## config.mk

```make
export PLATFORM = sky130hd
export DESIGN_NAME = imem_port_arbiter
export DESIGN_NICKNAME = d
export VERILOG_FILES = /design/src/rtl/imem_port_arbiter.sv
export SDC_FILE = /design/constraint.sdc
export NUM_CORES = 1
export LEC_CHECK = 0
export CORE_MARGIN = 1.5
export CORE_UTILIZATION = 35
export DETAILED_ROUTE_END_ITERATION = 16
export GPL_TIMING_DRIVEN = 0
export PLACE_DENSITY_LB_ADDON = 0.08
export SLEW_MARGIN = 20
export SYNTH_ARGS = -nofsm -noshare
export SYNTH_HDL_FRONTEND = slang
export SYNTH_SLANG_ARGS = --single-unit
```

## constraint.sdc

```tcl
create_clock -name clk -period 4.5 [get_ports clk]
set_clock_uncertainty 0.05 [all_clocks]
set_input_delay 1.125 -clock clk [delete_from_list [all_inputs] [get_ports clk]]
set_output_delay 1.125 -clock clk [all_outputs]
set_load 0.02 [all_outputs]
```

## src/rtl/imem_port_arbiter.sv

```systemverilog
// Shares the single-port instruction memory between CPU fetch and a background loader.
// The loader holds the port in bursts of at most MAX_BURST words and then yields one fetch slot.
module imem_port_arbiter #(
  parameter int ADDR_W    = 16,
  parameter int DATA_W    = 16,
  parameter int MAX_BURST = 8
) (
  input  logic              clk,
  input  logic              rst,
  input  logic              if_ce_i,
  input  logic [ADDR_W-1:0] if_addr_i,
  output logic [DATA_W-1:0] if_data_o,
  output logic              if_valid_o,
  output logic              if_stall_o,
  input  logic              ld_req_i,
  input  logic [ADDR_W-1:0] ld_addr_i,
  input  logic [DATA_W-1:0] ld_data_i,
  input  logic              ld_last_i,
  output logic              ld_gnt_o,
  output logic              ld_done_o,
  output logic [ADDR_W-1:0] ld_count_o,
  output logic              mem_ce_o,
  output logic              mem_we_o,
  output logic [ADDR_W-1:0] mem_addr_o,
  output logic [DATA_W-1:0] mem_wdata_o,
  input  logic [DATA_W-1:0] mem_rdata_i
);

  localparam int BW = (MAX_BURST < 2) ? 1 : $clog2(MAX_BURST + 1);
  localparam logic [BW-1:0] BURST_LAST = BW'(MAX_BURST - 1);

  typedef enum logic [1:0] {FETCH, LOAD, YIELD, DONE} state_t;

  state_t            state, state_nxt;
  logic              in_load, accept, rd_vld;
  logic [BW-1:0]     burst_cnt;
  logic [ADDR_W-1:0] ld_cnt;

  assign in_load = (state == LOAD);
  assign accept  = in_load & ld_req_i;

  always_ff @(posedge clk or negedge rst) begin
    if (!rst) state <= FETCH;
    else      state <= state_nxt;
  end

  // last word wins over the burst limit so a session never ends with a stray yield
  always_comb begin
    state_nxt = state;
    case (state)
      FETCH: if (ld_req_i) state_nxt = LOAD;
      LOAD: begin
        if (accept) begin
          if (ld_last_i)                    state_nxt = DONE;
          else if (burst_cnt == BURST_LAST) state_nxt = YIELD;
        end
      end
      YIELD:   state_nxt = LOAD;
      DONE:    state_nxt = FETCH;
      default: state_nxt = FETCH;
    endcase
  end

  always_comb begin
    mem_ce_o    = if_ce_i;
    mem_we_o    = 1'b0;
    mem_addr_o  = if_addr_i;
    mem_wdata_o = '0;
    ld_gnt_o    = 1'b0;
    if_stall_o  = 1'b0;
    if (in_load) begin
      mem_ce_o    = ld_req_i;
      mem_we_o    = ld_req_i;
      mem_addr_o  = ld_addr_i;
      mem_wdata_o = ld_data_i;
      ld_gnt_o    = ld_req_i;
      if_stall_o  = if_ce_i;
    end
  end

  always_ff @(posedge clk or negedge rst) begin
    if (!rst) begin
      ld_cnt    <= '0;
      burst_cnt <= '0;
    end else if (state == FETCH && ld_req_i) begin
      ld_cnt    <= '0;
      burst_cnt <= '0;
    end else if (accept) begin
      ld_cnt    <= ld_cnt + ADDR_W'(1);
      burst_cnt <= burst_cnt + BW'(1);
    end else if (state == YIELD) begin
      burst_cnt <= '0;
    end
  end

  // read return tracks the cycle it was issued, whoever owns the port next
  always_ff @(posedge clk or negedge rst) begin
    if (!rst) rd_vld <= 1'b0;
    else      rd_vld <= ~in_load & if_ce_i;
  end

  assign if_valid_o = rd_vld;
  assign if_data_o  = rd_vld ? mem_rdata_i : '0;
  assign ld_done_o  = (state == DONE);
  assign ld_count_o = ld_cnt;

endmodule
```

==> metrics.txt <==
status finished clean; num ports 139; Area Overhead vs Synth 88.1%; HP Start ld_count_o[1]$_DFFE_PN0P_; VDD IR max 0.274 mV; Critical Path Fanout Max 2; Sum Neg Setup Slack 0 ns; # fillers 409; pre-CTS WS 0.829 ns; total grt overflow 0; GPL Wtd Cong 0.842; post-synth top area cell dfrtp_1; post_cts resized 0; Ant. Diodes 0; All-Layer GR Usage 22.1%; Root Driver clkbuf_8; # setup viols final 0; Slew @ Worst Pin 0.513 ns; crit-path cells clkdlybuf4s50_1 -> nor2b_1 -> or2_1 -> clkdlybuf4s50_1; post-route cell area 0.00316 sq mm; Hold Path Class reg2reg; largest net degree at the start of global routing 24; CTS max path bufs 2; RSZ-0062 raised after global routing false; core area 0.00466 sq mm; CTS clk-pin slew, worst paths 0.08 ns; Slew Limit Fails 0; Syn Std Cell Area 0.00168 sq mm; Worst Setup Path Type in2out; WP buf/inv 2; layout cell share with drive strength beyond 1 7.98%; drt wl/cell 15.0 um; Die W 72.3 um; top cells by area, synth dfrtp_1 34%, and2_1 13%, mux2_1 8.7%; Async SR Flop Fraction 100%; M1 WL 2260 um; reg2reg start state[1]$_DFFE_PN0P_; final period utilization 81.1%; YS warnings 0; CTS H-tree depth 1; Routed Antenna Nets 0; commonest register cell after synthesis dfrtp_1; die area 0.00522 sq mm; number of library cell types mapped by synthesis 40; Period minus WS final 3.65 ns; Clock Sink Count 23; Fin. Hold Viols 0; Post-synth EDFFs 0; clock buffer count from CTS 3; Post-CTS Setup Bufs 0; setup ws final 0.852 ns; Required @ worst endpoint 3.32 ns; initial antenna violation count 0; share of the synthesized area in the top cell type 34.3%; die height 72.3 um; first-pass detailed-route iteration total 4; CP top delay family buffers and inverters; number of max-cap violations 0; Achievable Freq 274 MHz; drt drc 0; clock latency on the worst-skew pair 0.27 ns; Worst Setup End Kind output pin; crit start category input port; power consumption 0.00130 W; vias in the first global route 1720; CP max stage delay 0.61 ns; met3 wire length 505 um; critical path arrival 2.47 ns; CTS tree yes; Net Count, Synth 256; slew margin rel. 65.8%; register area share after synthesis 34.3%; DR iter-0 viols 71; post-detail-place hpwl 4790 um; register area 576 sq um; Initial Util 36.0%; layout net count 398; number of core rows 25; placed inst area 0.00312 sq mm; Post-synth top cells 34 x and2_1, 23 x dfrtp_1, 17 x nor2_1; Worst Setup SP if_ce_i; Cells after Synth 185; DR vias 1817; met2 WL post-DR 2840 um; Syn Area/Cell 9.08 sq um; Multi-input gate area 0.00103 sq mm; Synth Register Bits 23; drt total wl 5710 um; top sig layer met4; PwrDens 412 mW/mm^2; CTS Hold Bufs 0; first-pass GRT wire length 8920 um; port buffer count 137; Worst path most repeated cell clkdlybuf4s50_1; critical path's slowest cell clkdlybuf4s50_1; final hold slack 0.501 ns; Lkg Pwr 1.32 nW; cell with the most instances after synthesis and2_1; vias per cell 4.78
[final cells by class]
cell class	count	area share [%]
Multi-Input combinational cell	147	32.7
Clock buffer	4	1.43
Buffer	11	1.78
Timing Repair Buffer	137	43.3
Sequential cell	23	18.2
Tap cell	54	2.14
Inverter	4	0.475
[state kept, by name (all words and copies together), names as in the netlist]
name and cells:
if_valid_o 1, state 2, ld_count_o 16, burst_cnt 4
[placed cells by master, fill, tap and decap left out, types with 5 or more instances in the layout]
master	netlist	layout
clkdlybuf4s50_1	0	136
and2_1	34	34
dfrtp_1	23	23
nor2_1	17	17
mux2_1	13	13
nand2_1	12	12
o21ai_0	8	8
buf_2	6	7
nand3_1	5	5
xnor2_1	5	5
[layer usage]
metal  vias to the layer above  global-route usage, %
met5                         -                      0
met4                         0                   5.45
met3                        10                   7.08
met2                        76                   38.6
met1                       814                   26.3
li1                        917                      -
[metrics by stage]
stage / util (%) / cells
floorplan: - / 185
global placement: 66.9 / 376
detailed placement: 66.9 / 376
CTS: 67.9 / 380
global route: 67.8 / 380
finish: 67.8 / 380
[final timing paths]
path | to | slack [ns] | depth (start not counted)
setup / recovery | mem_ce_o | 0.85 | 4
hold / removal | ld_count_o[1]$_DFFE_PN0P_ | 0.50 | 2
setup reg to reg | ld_count_o[14]$_DFFE_PN0P_ | 3.00 | 5
hold reg to reg | ld_count_o[1]$_DFFE_PN0P_ | 0.50 | 2
max in group asynchronous | burst_cnt[0]$_DFFE_PN0P_ | 3.28 | 1
min in group asynchronous | ld_count_o[9]$_DFFE_PN0P_ | 0.77 | 1
[worst reg2reg max path, delay by kind of cell, from the launching register on]
family / cells / cell delay (ns)
and+or+nand+nor: 2 / 0.42
DFF: 1 / 0.42
AOI/OAI and AO/OA: 2 / 0.30
buffers and inverters: 1 / 0.19
[power by group]
group | internal (W) | total [W] | switching [W]
Clock | 0.0000633 | 0.000129 | 0.0000653
Sequential | 0.000249 | 0.000315 | 0.0000659
Combinational | 0.000438 | 0.000856 | 0.000418
Total | 0.000750 | 0.00130 | 0.000549
[logic make-up after synthesis]
group	count (synthesis)	synth area share [%]
mux	18	11.9
fa+ha+maj	2	1.49
buf+inv	15	4.25
compound gates	23	8.87
flops	23	34.3
simple gates	95	34.5
xor+xnor	9	4.69
No activity file was read; power rests on OpenSTA's default activity.
